===== src/rtl/binary_to_bcd_converter_pkg.sv =====
// -----------------------------------------------------------------------------
// binary_to_bcd_converter_pkg
// Shared definitions for the serial binary-to-BCD converter:
//   state_t          - controller state encoding (IDLE, SHIFT, FINISH)
//   BCD_BLANK_DIGIT  - code driven on blanked leading-zero digits
//   BCD_SAT_DIGIT    - digit value used to saturate the display on overflow
// -----------------------------------------------------------------------------
package binary_to_bcd_converter_pkg;

  typedef enum logic [1:0] {
    ST_IDLE   = 2'd0,
    ST_SHIFT  = 2'd1,
    ST_FINISH = 2'd2
  } state_t;

  localparam logic [3:0] BCD_BLANK_DIGIT = 4'hF;
  localparam logic [3:0] BCD_SAT_DIGIT   = 4'h9;

endpackage : binary_to_bcd_converter_pkg


===== src/rtl/binary_to_bcd_converter_bcd_add3_digit.sv =====
// -----------------------------------------------------------------------------
// bcd_add3_digit
// Double-dabble correction for one BCD digit: adds 3 when the digit is 5 or
// more, so the following left shift carries correctly into the next digit.
//   digit     in   4  working BCD digit before the shift
//   adjusted  out  4  corrected digit
// -----------------------------------------------------------------------------
module bcd_add3_digit (
  input  logic [3:0] digit,
  output logic [3:0] adjusted
);

  assign adjusted = (digit >= 4'd5) ? digit + 4'd3 : digit;

endmodule : bcd_add3_digit


===== src/rtl/binary_to_bcd_converter.sv =====
// -----------------------------------------------------------------------------
// binary_to_bcd_converter
// Serial shift-and-add-3 converter, one binary bit per clock, MSB first.
// A conversion takes BIN_WIDTH+1 edges after the accepting edge; the result is
// saturated to all nines on overflow and can optionally blank leading zeros.
//   CLK       in   1               clock, rising edge
//   RESET_N   in   1               asynchronous active-low reset
//   BIN_IN    in   BIN_WIDTH       unsigned value, sampled on the accepting edge
//   START     in   1               conversion request, accepted only in IDLE
//   BUSY      out  1               conversion in progress
//   DONE      out  1               one-cycle pulse, result valid from here on
//   BCD_OUT   out  BCD_DIGITS*4    packed BCD result, digit 0 in bits [3:0]
//   OVERFLOW  out  1               value did not fit in BCD_DIGITS digits
// -----------------------------------------------------------------------------
module binary_to_bcd_converter
  import binary_to_bcd_converter_pkg::*;
#(
  parameter int BIN_WIDTH     = 16,
  parameter int BCD_DIGITS    = 5,
  parameter int BLANK_LEADING = 0
) (
  input  logic                    CLK,
  input  logic                    RESET_N,
  input  logic [BIN_WIDTH-1:0]    BIN_IN,
  input  logic                    START,
  output logic                    BUSY,
  output logic                    DONE,
  output logic [BCD_DIGITS*4-1:0] BCD_OUT,
  output logic                    OVERFLOW
);

  localparam int                BCD_W    = BCD_DIGITS * 4;
  localparam int                CNT_W    = $clog2(BIN_WIDTH + 1);
  localparam logic [CNT_W-1:0]  CNT_LOAD = CNT_W'(BIN_WIDTH);
  localparam logic [CNT_W-1:0]  CNT_ONE  = CNT_W'(1);

  state_t               state, state_next;
  logic [BIN_WIDTH-1:0] bin_reg;
  logic [BCD_W-1:0]     bcd_reg;
  logic [BCD_W-1:0]     bcd_adj;
  logic [BCD_W-1:0]     result;
  logic [CNT_W-1:0]     cnt;
  logic                 ovf_sticky;
  logic                 leading_zero;

  // Per-digit add-3 correction applied to the working register every shift.
  for (genvar g = 0; g < BCD_DIGITS; g++) begin : g_add3
    bcd_add3_digit u_add3 (
      .digit    (bcd_reg[g*4 +: 4]),
      .adjusted (bcd_adj[g*4 +: 4])
    );
  end

  // NOTE: state and datapath registers use non-blocking assignments so every
  // flop samples pre-edge values, independent of statement order.
  always_ff @(posedge CLK or negedge RESET_N) begin
    if (!RESET_N) state <= ST_IDLE;
    else          state <= state_next;
  end

  // NOTE: every output of a combinational block gets a default first, so no
  // path leaves it unassigned and no latch is inferred.
  always_comb begin
    state_next = state;
    unique case (state)
      ST_IDLE:   if (START) state_next = ST_SHIFT;
      ST_SHIFT:  if (cnt == CNT_ONE) state_next = ST_FINISH;
      ST_FINISH: state_next = ST_IDLE;
      default:   state_next = ST_IDLE;
    endcase
  end

  // Final formatting: saturate on overflow, else optionally blank zero digits
  // above the most significant nonzero one. Digit 0 is always shown.
  always_comb begin
    result       = bcd_reg;
    leading_zero = 1'b1;
    if (ovf_sticky) begin
      result = {BCD_DIGITS{BCD_SAT_DIGIT}};
    end else if (BLANK_LEADING != 0) begin
      for (int i = BCD_DIGITS - 1; i > 0; i--) begin
        if (bcd_reg[i*4 +: 4] != 4'd0) leading_zero = 1'b0;
        if (leading_zero) result[i*4 +: 4] = BCD_BLANK_DIGIT;
      end
    end
  end

  // NOTE: the async reset clears every register, datapath included, so an
  // aborted conversion leaves no stale partial result behind.
  always_ff @(posedge CLK or negedge RESET_N) begin
    if (!RESET_N) begin
      bin_reg    <= '0;
      bcd_reg    <= '0;
      cnt        <= '0;
      ovf_sticky <= 1'b0;
      BUSY       <= 1'b0;
      DONE       <= 1'b0;
      BCD_OUT    <= '0;
      OVERFLOW   <= 1'b0;
    end else begin
      DONE <= 1'b0;
      unique case (state)
        ST_IDLE: begin
          if (START) begin
            bin_reg    <= BIN_IN;
            bcd_reg    <= '0;
            cnt        <= CNT_LOAD;
            ovf_sticky <= 1'b0;
            BUSY       <= 1'b1;
          end
        end
        ST_SHIFT: begin
          // The bit leaving the top corrected digit means the value no longer
          // fits; it is remembered until the next accepted request.
          {bcd_reg, bin_reg} <= {bcd_adj[BCD_W-2:0], bin_reg, 1'b0};
          ovf_sticky         <= ovf_sticky | bcd_adj[BCD_W-1];
          cnt                <= cnt - CNT_ONE;
        end
        ST_FINISH: begin
          BCD_OUT  <= result;
          OVERFLOW <= ovf_sticky;
          DONE     <= 1'b1;
          BUSY     <= 1'b0;
        end
        default: ;
      endcase
    end
  end

endmodule : binary_to_bcd_converter


===== config.mk =====
export PLATFORM = sky130hd
export DESIGN_NAME = binary_to_bcd_converter
export DESIGN_NICKNAME = d
export VERILOG_FILES = /design/src/rtl/binary_to_bcd_converter_pkg.sv /design/src/rtl/binary_to_bcd_converter_bcd_add3_digit.sv /design/src/rtl/binary_to_bcd_converter.sv
export SDC_FILE = /design/constraint.sdc
export NUM_CORES = 1
export LEC_CHECK = 0
export CAP_MARGIN = 10
export CORE_MARGIN = 3
export CORE_UTILIZATION = 40
export CTS_BUF_LIST = sky130_fd_sc_hd__clkbuf_2 sky130_fd_sc_hd__clkbuf_4 sky130_fd_sc_hd__clkbuf_8
export DETAILED_ROUTE_END_ITERATION = 12
export SYNTH_ARGS = -nofsm -noshare
export SYNTH_HDL_FRONTEND = slang
export SYNTH_SLANG_ARGS = --single-unit

===== constraint.sdc =====
create_clock -name CLK -period 3.27 [get_ports CLK]
set_input_delay 0.654 -clock CLK [delete_from_list [all_inputs] [get_ports CLK]]
set_output_delay 0.654 -clock CLK [all_outputs]
set_load 0.05 [all_outputs]

======== Word level (Yosys, flattened, before mapping) ========
Index checks and enable logic that the tools add are counted.
cells by class
  add/sub/neg operators ................... 6
  order comparisons ....................... 5
  equality and inequality tests ........... 5
  mux-type cells .......................... 20
  bitwise operators ....................... 1
  reductions and logical operators ........ 6
operators with widths
  operator                                                           count
  2-to-1 mux 20 bit                                                  2
  one-hot mux 20 bit (2 select lines)                                1
  one-hot mux 16 bit (2 select lines)                                1
  adder 4 x 2 -> 4 bit, second input constant                        5
  greater-or-equal comparator 4 x 3 -> 1 bit, second input constant  5
  2-to-1 mux 4 bit                                                   5
  2-to-1 mux 16 bit                                                  1
  one-hot mux 5 bit (2 select lines)                                 1
  AND reduction 2 bit                                                3
  == test 5 x 1 -> 1 bit, second input constant                      1
  2-to-1 mux 5 bit                                                   1
  subtractor 5 x 1 -> 5 bit, second input constant                   1
  2-to-1 mux 2 bit                                                   2
  != test 2 bit, second input constant                               2
  one-hot mux 1 bit (2 select lines)                                 2
  one-hot mux 2 bit (2 select lines)                                 1
  nonzero test 2 bit                                                 2
  2-to-1 mux 1 bit                                                   3
  == test 2 x 1 -> 1 bit, second input constant                      1
  == test 2 bit, second input constant                               1
  logical NOT 2 bit                                                  1
  bitwise OR 1 bit                                                   1
word-level totals
  bits in registers ....................... 67
  input port bits ......................... 19

======== Depth between registers and ports, before layout ========
Gate-level depths: netlist of run 1.
  depth after elaboration ................. 4
  mapped depth ............................ 5
  gate-level depth less buffers ........... 5

======== By module ========
A second synthesis of run 1 with hierarchy kept.
unflattened totals
  cells, all modules ...................... 370
  area total of the unflattened synthesis .. 3365.7 um2
modules (own cells, without submodules)
  module                   times used  cells each  area an instance (um2)
  binary_to_bcd_converter  1           290         2859.0
  bcd_add3_digit           5           16          101.3

======== Worst setup path after synthesis of run 1 ========
Ideal clock, no wire load.
  path kind ............................... input-to-reg
  start ................................... input port START
  end ..................................... register cnt[2]
  library setup time ...................... 0.123 ns
  arrival time ............................ 1.365 ns
  data required time ...................... 3.147 ns
  path slack .............................. 1.782 ns
  cell stages on the path ................. 4
  path buffers ............................ 1
  cell sequence ........................... buf_2 -> or3b_4 -> nand3_1 -> o21ai_1
on the way
  cells in the longest elaborated chain, start to end .. 2
ends and longest elaborated chain
  what                           line                            RTL
  from (decl)                    binary_to_bcd_converter.sv:25   input logic START,
  != test 2 bit (no line)        --
  AND reduction 2 bit (no line)  --
  to (signal assigned)           binary_to_bcd_converter.sv:117  cnt <= cnt - CNT_ONE;
  to (decl)                      binary_to_bcd_converter.sv:42   logic [CNT_W-1:0] cnt;
No other way between the ends.
A chain may end at the register's enable or synchronous reset.

======== Final worst setup path of run 1 ========
  start ................................... register BCD_OUT[5]
  end ..................................... output port BCD_OUT[5]
RTL lines
  what                    line                            RTL
  from (decl)             binary_to_bcd_converter.sv:28   output logic [BCD_DIGITS*4-1:0] BCD_OUT,
  from (signal assigned)  binary_to_bcd_converter.sv:120  BCD_OUT <= result;
No word-level cell between the ends.

==> impl_results.md, run 1 <==
* Largest area contributor in the netlist: dfrtp_1
* Share of layout cells above drive strength 1 at 9.64%
* Reg2reg end: cnt[3]
* Setup-failing EPs final at 0
* Synth area leaders: dfrtp_1 50%, nand2_1 5.3%, ha_1 4.5%
* Fin cells at ~470
* Die Wd at 97.4 um
* Worst Skew at 0.00984 ns
* # port buffers at 41
* Mean post-synth cell area at 10.4 um^2
* TNS Setup at 0 ns
* Max clock buf depth at 2
* Die H at 97.4 um
* Ys flop type: dfrtp_1
* Post-CTS setup buffer count at 0
* Nets at approximately 390
* Synthesis Warnings at 0
* Yosys top cell area share at 50.1%
* Outcome: complete, no violations
* Reg2Reg Depth at 3
* Critical path buffer and inverter count at 1
* Starting Density at 42.2%
* Final Hold Vio Count at 0
* Placed wire-length estimate at ~4.6 mm
* CTS tree: built
* Fin crit share at between 60% and 70%
* RSZ-0062 raised after global routing: false
* Largest net degree at the start of global routing at 68
* Routed via count divided by cell count at 5.32
* Final Power at 0.00406 W
* Pwr/cell area at 1020 nW/um^2
* Vias in the first global route at 2,436
* Post-synth EDFFs at 0
* Maximum vdd drop at between 0.3 and 0.4 mV
* CP startpoint kind: flop
* Pre-antenna DRT Iters at 4
* Antenna Nets Post-Route at 0
* Placed cells at around 450
* Slowest cell on crit path: clkdlybuf4s50_1
* Fillers at about 750
* Pin slew with the least headroom to its limit at ~0.85 ns
* Gpl congestion at between 0.8 and 0.9
* Max-slew violation count at 0
* Worst-path cell chain: clkdlybuf4s50_1
* Cts repair resizes at 0
* P_leak at about 1.7 nW
* Row count at 32
* Largest delay share family, worst path: buffers and inverters
* Total Routed Length at 6.97 mm
* Critical Path RT at 2.62 ns
* Starting DRT DRC Count at 74
* Critical Path End Type: output pin
* Max_cap viols at 0
* Slowest Stage Delay on Critical Path at slightly above 0.8 ns
* Hold WC Path Type: in2async
* Die ar. at 9490 um^2
* Minimum clock period after layout at ~2.2 ns
* Register area share after synthesis at 50.1%
* Mapped cell area at 3340 um^2
* H-tree levels at 3
* Syn Nets at between 300 and 400
* WL per Instance at around 15 um
* Post-synth cell types at 44
* Worst-path clk slew at 0.08 ns
* Grt ovf at 0
* Core area at 7930 um^2
* Slew margin rel. at 43.2%
* Worst reg2reg startpoint: state[0]
* Critical Path Fanout Max at 2
* WP data arrival at 1.52 ns
* Drt drc at 0
* Max Freq at 459 MHz
* Post-Synthesis Cells at 322
* Setup CP Type: reg2out
* Root Buffer: clkbuf_8
* Clock latency on the worst-skew pair at 0.35 ns
* CTS hold repair buffers at 0
* Initial antenna violation count at 0
* Seq cells post-synth at 67
* Clk sinks at 67
* # diodes at 0
* Area growth syn-to-layout at 18.7%
* Flop2flop setup slack at 1.20 ns
* First-pass GRT wire length at 11.9 mm
* CTS buffer count at 9
* Gr usage total at 15.4%
* Asr flop ratio synth at 100%
* Ports at 42
* Via count at approximately 2,500
==> cell usage after synthesis, types with 2 or more instances <==
master	count
inv_1	23
nand2b_1	6
o2111ai_2	2
o21a_1	5
buf_6	6
a21oi_1	4
o21ai_0	20
nor2b_1	10
clkbuf_1	3
o2111ai_1	8
o21ai_1	14
xnor2_1	5
buf_2	10
dfrtp_1	67
nand2_1	47
a32o_1	5
o211ai_1	3
nor2_1	11
a22oi_1	14
ha_1	12
o31ai_1	16
o32ai_1	4
o211ai_2	2
o221ai_2	5
==> cell type report <==
class / count / area (um^2) / share of cell area [%]
sequential: 67 / 1680 / 42.2
tap: 102 / 128 / 3.22
clock inverter: 5 / 52.6 / 1.32
clock buffer: 11 / 145 / 3.66
timing repair buffer: 45 / 435 / 11.0
multi-input combinational: 212 / 1450 / 36.4
inverter: 23 / 86.3 / 2.18
==> power breakdown <==
| part | leakage [nW] | internal [W] | switching (W) |
|---|---|---|---|
| Clock | 0.103 | 0.000378 | 0.000330 |
| Sequential | 0.873 | 0.00116 | 0.000312 |
| Combinational | 0.736 | 0.000762 | 0.00112 |
| Total | 1.71 | 0.00230 | 0.00177 |
==> routing by layer <==
layer  wire (um)  GRT usage [%]
met4         170           8.09
met5           0              0
met2        2900           22.7
met3         265           2.80
met1        3640           21.6
==> how the worst max path moves through the flow <==
stage | endpoint | depth (start not counted) | start | slack (ns)
floorplan | cnt[2] | 4 | START | 1.78
global placement | bcd_reg[11] | 5 | START | 0.92
detailed placement | bcd_reg[11] | 5 | START | 0.88
CTS | BCD_OUT[18] | 1 | BCD_OUT[18] | 1.08
global route | cnt[3] | 3 | state[0] | 0.97
finish | BCD_OUT[5] | 1 | BCD_OUT[5] | 1.09
==> logic make-up (layout without fill, tap and decap cells) <==
family / count (synthesis) / count (layout) / synth area share [%]
AOI/OAI and AO/OA: 109 / 109 / 25.0
and+or+nand+nor: 84 / 84 / 11.8
DFF: 67 / 67 / 50.1
buffers and inverters: 43 / 84 / 6.66
adders and majority gates: 12 / 12 / 4.49
xor gates and xnor gates: 5 / 5 / 1.31
muxes: 2 / 2 / 0.636
==> stage by stage <==
stage                     utilization [%]  hold slack, ns  area (um^2)  setup WS [ns]
after CTS                            50.1           0.484         3970           1.08
after global routing                 50.1           0.504         3970          0.966
final                                50.1           0.477         3970           1.09
after detailed placement             47.6           0.468         3770          0.882
after floorplan                         -           0.358         3340           1.78
after global placement               47.6           0.460         3770          0.917
==> cell usage in the layout (no fill, tap or decap), drive strengths merged, types with 2 or more instances in the layout <==
cell / instances
a21oi: 4
a22oi: 15
a32o: 5
and2b: 2
buf: 5
clkbuf: 11
clkdlybuf4s50: 40
clkinv: 3
dfrtp: 67
ha: 12
inv: 23
nand2: 47
nand2b: 6
nor2: 11
nor2b: 10
o2111ai: 10
o211ai: 5
o21a: 5
o21ai: 34
o221ai: 5
o31ai: 16
o32ai: 4
xnor2: 5
Note: power is estimated with default switching activity, not from simulation.
==> inputs of run 2 (changes only) <==
- clock period: 3.27 -> 2.1 ns (I/O delays scaled with it)
==> run 2 against run 1 <==
  * First-iteration DRC count fell by 1.4%
  * Flip-flop and latch count unchanged
  * Total power is 52% higher
  * Core utilization up 0.65 points
  * Combinational power is 62% higher
  * Via count up 1.8%
  * Register-to-register slack worse by 0.71 ns
  * Clock power rose by 22%
  * Sequential power up 53%
  * Global-route usage up 0.093 points
  * Worst hold slack worse by 0.38 ns
  * Clock skew down 0.0027 ns
==> impl_results.md, run 2 (synthesis gave the netlist of run 1 again) <==
* CTS tree: built
* CP startpoint kind: flop
* CTS hold repair buffers at 0 (unchanged)
* Drt drc at 0 (unchanged)
* Share of layout cells above drive strength 1 at 11.1% (+1.5 points)
* Worst-path clk slew at 0.07 ns (about the same)
* Vias in the first global route at 2,523 (+3.6%)
* Worst Skew at 0.00717 ns (-0.00267 ns)
* Die ar. at 9490 um^2 (unchanged)
* H-tree levels at 3 (unchanged)
* Via count at 2,521 (+1.8%)
* Pwr/cell area at 1540 nW/um^2 (+50%)
* Share of total power in the clock network at 14.0% (-3.4 points)
* Core area at 7930 um^2 (unchanged)
* Share of power burned in registers at 36.3% (about the same)
* Largest net degree at the start of global routing at 68 (unchanged)
* Switch Pwr at 0.00269 W (+52%)
* Total Routed Length at 6.90 mm (-1.1%)
* WP data arrival at 1.49 ns (-0.03 ns)
* Critical Path End Type: output pin
* Slew margin rel. at 66.6% (+23 points)
* Dpl cell area at 3870 um^2 (+2.6%)
* Pin slew with the least headroom to its limit at 0.500 ns (-0.353 ns)
* Cts repair resizes at 0 (unchanged)
* Fillers at 751 (+0.27%)
* Fin cells at 471 (+1.3%)
* Sw Share at 43.5% (+0.061 points)
* Fin crit share at between 90 and 100%
* Routed via count divided by cell count at 5.35 (+0.52%)
* Die H at 97.4 um (unchanged)
* TNS Setup at 0 ns (unchanged)
* Slowest Stage Delay on Critical Path at 0.81 ns (about the same)
* Placed cells at 457 (+1.8%)
* Placed wire-length estimate at 4.79 mm (+4.4%)
* P_int at 0.00349 W (+52%)
* Critical path buffer and inverter count at 1 (unchanged)
* CTS buffer count at 9 (unchanged)
* WL per Instance at 14.6 um (-2.3%)
* Minimum clock period after layout at 1.91 ns
* Root Buffer: clkbuf_8
* # diodes at 0 (unchanged)
* Post-CTS setup buffer count at 0 (unchanged)
* Starting Density at 42.2% (unchanged)
* Critical Path RT at 1.68 ns (-0.94 ns)
* Logic gate share of total power at 49.7% (+3.3 points)
* Nets at 397 (+2.1%)
* Clock latency on the worst-skew pair at 0.33 ns (-0.02 ns)
* Largest delay share family, worst path: buffers and inverters
* Worst-path cell chain: clkdlybuf4s50_1
* Gr usage total at 15.5% (+0.093 points)
* Maximum vdd drop at 0.600 mV (+75%)
* Max-slew violation count at 0 (unchanged)
* # port buffers at 41 (unchanged)
* Ports at 42 (unchanged)
* Grt ovf at 0 (unchanged)
* Outcome: complete, no violations
* First-pass GRT wire length at 12.2 mm (+2.8%)
* Max_cap viols at 0 (unchanged)
* Hold WC Path Type: in2async
* Final Power at 0.00618 W (+52%)
* Critical Path Fanout Max at 2 (unchanged)
* Final Hold Vio Count at 0 (unchanged)
* Most common cell after layout, fill and taps aside: dfrtp_1
* Initial antenna violation count at 0 (unchanged)
* Row count at 32 (unchanged)
* Commonest non-fill, non-tap cells in the layout: 67 x dfrtp_1, 47 x nand2_1, 40 x clkdlybuf4s50_1
* Die Wd at 97.4 um (unchanged)
* Setup-failing EPs final at 0 (unchanged)
* Pre-antenna DRT Iters at 4 (unchanged)
* RSZ-0062 raised after global routing: false
* Slowest cell on crit path: clkdlybuf4s50_1
* Setup CP Type: reg2out
* Starting DRT DRC Count at 73 (-1.4%)
* P_leak at 1.75 nW (+2.3%)
* Gpl congestion at 0.837 (+1.0%)
* Antenna Nets Post-Route at 0 (unchanged)
* Clk sinks at 67 (unchanged)
* Max clock buf depth at 2 (unchanged)
* Area growth syn-to-layout at 20.2%
* Design area at 4020 um^2 (+1.3%)
* Max Freq at 523 MHz
## run 2: worst paths after layout
| kind | start | cells after the start | end | slack (ns) |
|---|---|---|---|---|
| worst min-delay path | RESET_N | 2 | BCD_OUT[8] | 0.10 |
| worst max-delay path | BCD_OUT[12] | 1 | BCD_OUT[12] | 0.19 |
| min in group CLK | BCD_OUT[16] | 2 | BCD_OUT[16] | 0.48 |
| worst max register to register | state[1] | 3 | bcd_reg[6] | 0.49 |
| worst min register to register | BCD_OUT[16] | 2 | BCD_OUT[16] | 0.48 |
| max in group asynchronous | RESET_N | 2 | bin_reg[1] | 1.71 |
## run 2: power groups by stage
stage	clock (W)	combinational [W]	sequential [W]
floorplan	0	0.00193	0.00261
global placement	0	0.00304	0.00225
detailed placement	0	0.00310	0.00227
CTS	0.000906	0.00311	0.00225
global route	0.000979	0.00343	0.00233
finish	0.000864	0.00307	0.00225
## run 2: area by class of cell
cell class	count	area, um^2	share of cell area (%)
Multi-Input combinational cell	212	1450	35.9
Clock inverter	4	20.0	0.498
Tap cell	102	128	3.17
Inverter	23	86.3	2.15
Sequential cell	67	1680	41.7
Clock buffer	10	131	3.27
Timing Repair Buffer	53	533	13.3
## run 2: routing by layer
metal  part of all wire (%)  up-vias  track usage [%]
met5                      0        -                0
met4                    1.3        0             4.90
met3                    4.7        7             4.24
met2                     44       60             22.8
met1                     50     1213             22.2
li1                       -     1241                -
## run 2: through the flow
step	hold WS, ns	util (%)	setup WS, ns
after floorplan	0.124	-	0.773
after global placement	0.461	48.8	0.308
after detailed placement	0.468	48.8	0.266
after CTS	0.106	50.7	0.157
after global routing	0.121	50.7	0.121
final	0.100	50.7	0.188
==> inputs of run 3 (changes only) <==
- ABC_AREA: unset -> 1
- CTS_CLUSTER_DIAMETER: unset -> 30
==> run 3 against run 2 <==
  * Largest cell class unchanged
  * Highest routed layer unchanged
  * Flip-flop and latch count unchanged
  * Count of clock-buffer cells in the layout rose by 2
  * Cell area decreased by 5.1%
  * Register-to-register slack improved by 0.27 ns
  * Core utilization up 0.52 points
  * Clock skew hardly changed
==> impl_results.md, run 3 <==
* Outcome: complete, no violations
* Die H at 94.6 um (-2.9%)
* Drt drc at 0 (unchanged)
* Slowest cell on crit path: clkdlybuf4s50_1
* Row count at 31 (-3.1%)
* H-tree levels at 3 (unchanged)
* Max_cap viols at 0 (unchanged)
* Switch Pwr at 0.00254 W (-5.4%)
* Setup-failing EPs final at 0 (unchanged)
* Nets at 450 (+13%)
* Max Freq at 518 MHz (-0.93%)
* Starting Density at 42.1% (-0.050 points)
* CTS hold repair buffers at 0 (unchanged)
* Die Wd at 94.6 um (-2.9%)
* Mean post-synth cell area at 8.44 um^2 (-19%)
* Routed via count divided by cell count at 4.96 (-7.4%)
* Core area at 7450 um^2 (-6.1%)
* Gr usage total at 16.0% (+0.45 points)
* Critical Path End Type: output pin
* Ports at 42 (unchanged)
* WP data arrival at 1.51 ns (+0.02 ns)
* Share of total power in the clock network at 15.8% (+1.8 points)
* First-pass GRT wire length at 11.1 mm (-9.0%)
* Root Buffer: clkbuf_8
* RSZ-0062 raised after global routing: false
* Final Hold Vio Count at 0 (unchanged)
* Vias in the first global route at 2,409 (-4.5%)
* Worst reg2reg startpoint: bcd_reg[16]
* Max clock buf depth at 2 (unchanged)
* Synthesis Warnings at 0 (unchanged)
* Fin cells at 519 (+10%)
* Fin crit share at 91.9% (+0.86 points)
* Post-synth cell types at 17 (-61%)
* Via count at 2,572 (+2.0%)
* Ys flop type: dfrtp_1
* Pre-antenna DRT Iters at 4 (unchanged)
* Seq cells post-synth at 67 (unchanged)
* Most common cell after layout, fill and taps aside: nand2_1
* Finished Core Util at 51.2% (+0.52 points)
* Pwr/cell area at 1530 nW/um^2 (-0.79%)
* Syn Nets at 403 (+14%)
* Post-CTS setup buffer count at 0 (unchanged)
* Area growth syn-to-layout at 21.6%
* Placed cells at 507 (+11%)
* Synth area leaders: dfrtp_1 53%, nand2_1 11%, nor2_1 6.2%
* Flop2flop setup slack at 0.76 ns (+0.27 ns)
* Initial antenna violation count at 0 (unchanged)
* Pin slew with the least headroom to its limit at 0.551 ns (+0.0518 ns)
* Synth cell count leaders: 90 x nand2_1, 67 x dfrtp_1, 52 x nor2_1
* CTS buffer count at 9 (unchanged)
* Largest area contributor in the netlist: dfrtp_1
* Grt ovf at 0 (unchanged)
* WL per Instance at 12.6 um (-14%)
* Share of power burned in registers at 37.2% (+0.9 points)
* Yosys top cell area share at 53.4% (+3.3 points)
* CTS tree: built
* Register area share after synthesis at 53.4% (+3.3 points)
* Gpl congestion at 0.862 (+2.9%)
* Antenna Nets Post-Route at 0 (unchanged)
* Maximum vdd drop at 0.478 mV (-20%)
* Asr flop ratio synth at 100% (unchanged)
* Hold WC Path Type: in2async
* CP startpoint kind: flop
* Placed wire-length estimate at 4.50 mm (-5.9%)
* Critical path buffer and inverter count at 1 (unchanged)
* Slowest Stage Delay on Critical Path at 0.81 ns (about the same)
* Critical Path Fanout Max at 2 (unchanged)
* Starting DRT DRC Count at 124 (+70%)
* Largest delay share family, worst path: buffers and inverters
* Setup CP Type: reg2out
* P_int at 0.00328 W (-6.2%)
* Reg2reg end: bcd_reg[17]
* P_leak at 1.82 nW (+3.9%)
* # port buffers at 41 (unchanged)
* Final Power at 0.00582 W (-5.9%)
* Worst Skew at 0.00728 ns (+0.000114 ns)
* Total Routed Length at 6.55 mm (-5.1%)
* Commonest non-fill, non-tap cells in the layout: 90 x nand2_1, 67 x dfrtp_1, 52 x nor2_1
* Slew margin rel. at 63.2% (-3.3 points)
* Clock latency on the worst-skew pair at 0.33 ns (about the same)
* Worst Hold Slack at 0.0778 ns (-0.0224 ns)
* Minimum clock period after layout at 1.93 ns (+0.0180 ns)
* TNS Setup at 0 ns (unchanged)
* Cts repair resizes at 0 (unchanged)
* Post-Synthesis Cells at 372 (+16%)
* Share of layout cells above drive strength 1 at 6.19% (-4.9 points)
* Cell with the most instances after synthesis: nand2_1
* # diodes at 0 (unchanged)
* Critical Path RT at 1.68 ns (about the same)
* Worst-path cell chain: clkdlybuf4s50_1
* Max-slew violation count at 0 (unchanged)
* Sw Share at 43.7% (+0.19 points)
* Reg2Reg Depth at 8 (+5)
* Largest net degree at the start of global routing at 43 (-37%)
* Die ar. at 8940 um^2 (-5.8%)
* Fillers at 736 (-2.0%)
* Worst-path clk slew at 0.07 ns (about the same)
* Logic gate share of total power at 47.0% (-2.7 points)
* Post-synth EDFFs at 0 (unchanged)
* Clk sinks at 67 (unchanged)
* Mapped cell area at 3140 um^2 (-6.2%)
-- run 3: cell count changes after synthesis, sizes merged, moves of 11 or more --
cell,previous run,this run
nor2,11,52
nand2,47,91
o22ai,1,16
nand3,1,31
a22oi,15,0
inv,23,35
o31ai,16,0
nand4,0,11
-- run 3: final cells by class --
cell class	count	area, um^2	share of cell area [%]
sequential	67	1680	43.9
multi-input combinational	257	1250	32.7
timing repair buffer	49	478	12.5
clock buffer	12	159	4.17
inverter	35	131	3.44
tap	99	124	3.25
-- run 3: worst reg2reg max path, stage by stage, from the launching register on --
cell,delay [ns]
dfrtp_1,0.41
inv_1,0.18
ha_1,0.22
inv_1,0.05
nand2_1,0.10
nand3_1,0.10
nand2_1,0.07
nand3_1,0.06
nand2_1,0.08
-- run 3: worst max-delay path by stage --
stage           startpoint     endpoint  slack (ns)  cells after the start
6_report       BCD_OUT[19]  BCD_OUT[19]        0.17                      1
5_1_grt        BCD_OUT[19]  BCD_OUT[19]        0.12                      1
4_1_cts        BCD_OUT[19]  BCD_OUT[19]        0.15                      1
3_5_place_dp         START   bcd_reg[4]        0.45                      6
3_3_place_gp         START   bcd_reg[8]        0.45                      6
2_1_floorplan   bcd_reg[8]  bcd_reg[12]        0.96                      7
-- run 3: metal layers --
| metal | GRT usage [%] | vias to the layer above | wire, um |
|---|---|---|---|
| met3 | 3.82 | 8 | 262 |
| met1 | 20.8 | 1200 | 3220 |
| met5 | 0 | - | 0 |
| met2 | 25.5 | 57 | 2940 |
| met4 | 6.61 | 0 | 119 |
| li1 | - | 1307 | - |
-- run 3: logic make-up after synthesis --
logic type / synth area share, %
fa+ha+maj: 4.78
buf+inv: 6.86
flops: 53.4
simple gates: 24.7
compound gates: 10.2
-- run 3: power by group through the flow --
stage | Clock (W) | Sequential, W | Combinational [W]
after floorplan | 0 | 0.00254 | 0.00166
after global placement | 0 | 0.00219 | 0.00272
after detailed placement | 0 | 0.00219 | 0.00275
after CTS | 0.000944 | 0.00217 | 0.00276
after global routing | 0.000997 | 0.00224 | 0.00311
final | 0.000919 | 0.00216 | 0.00274
-- run 3: per-stage QoR --
stage	cell area (um^2)	setup slack, ns
final	3810	0.170
after global routing	3810	0.123
after CTS	3810	0.151
after detailed placement	3660	0.450
after global placement	3660	0.454
after floorplan	3140	0.964
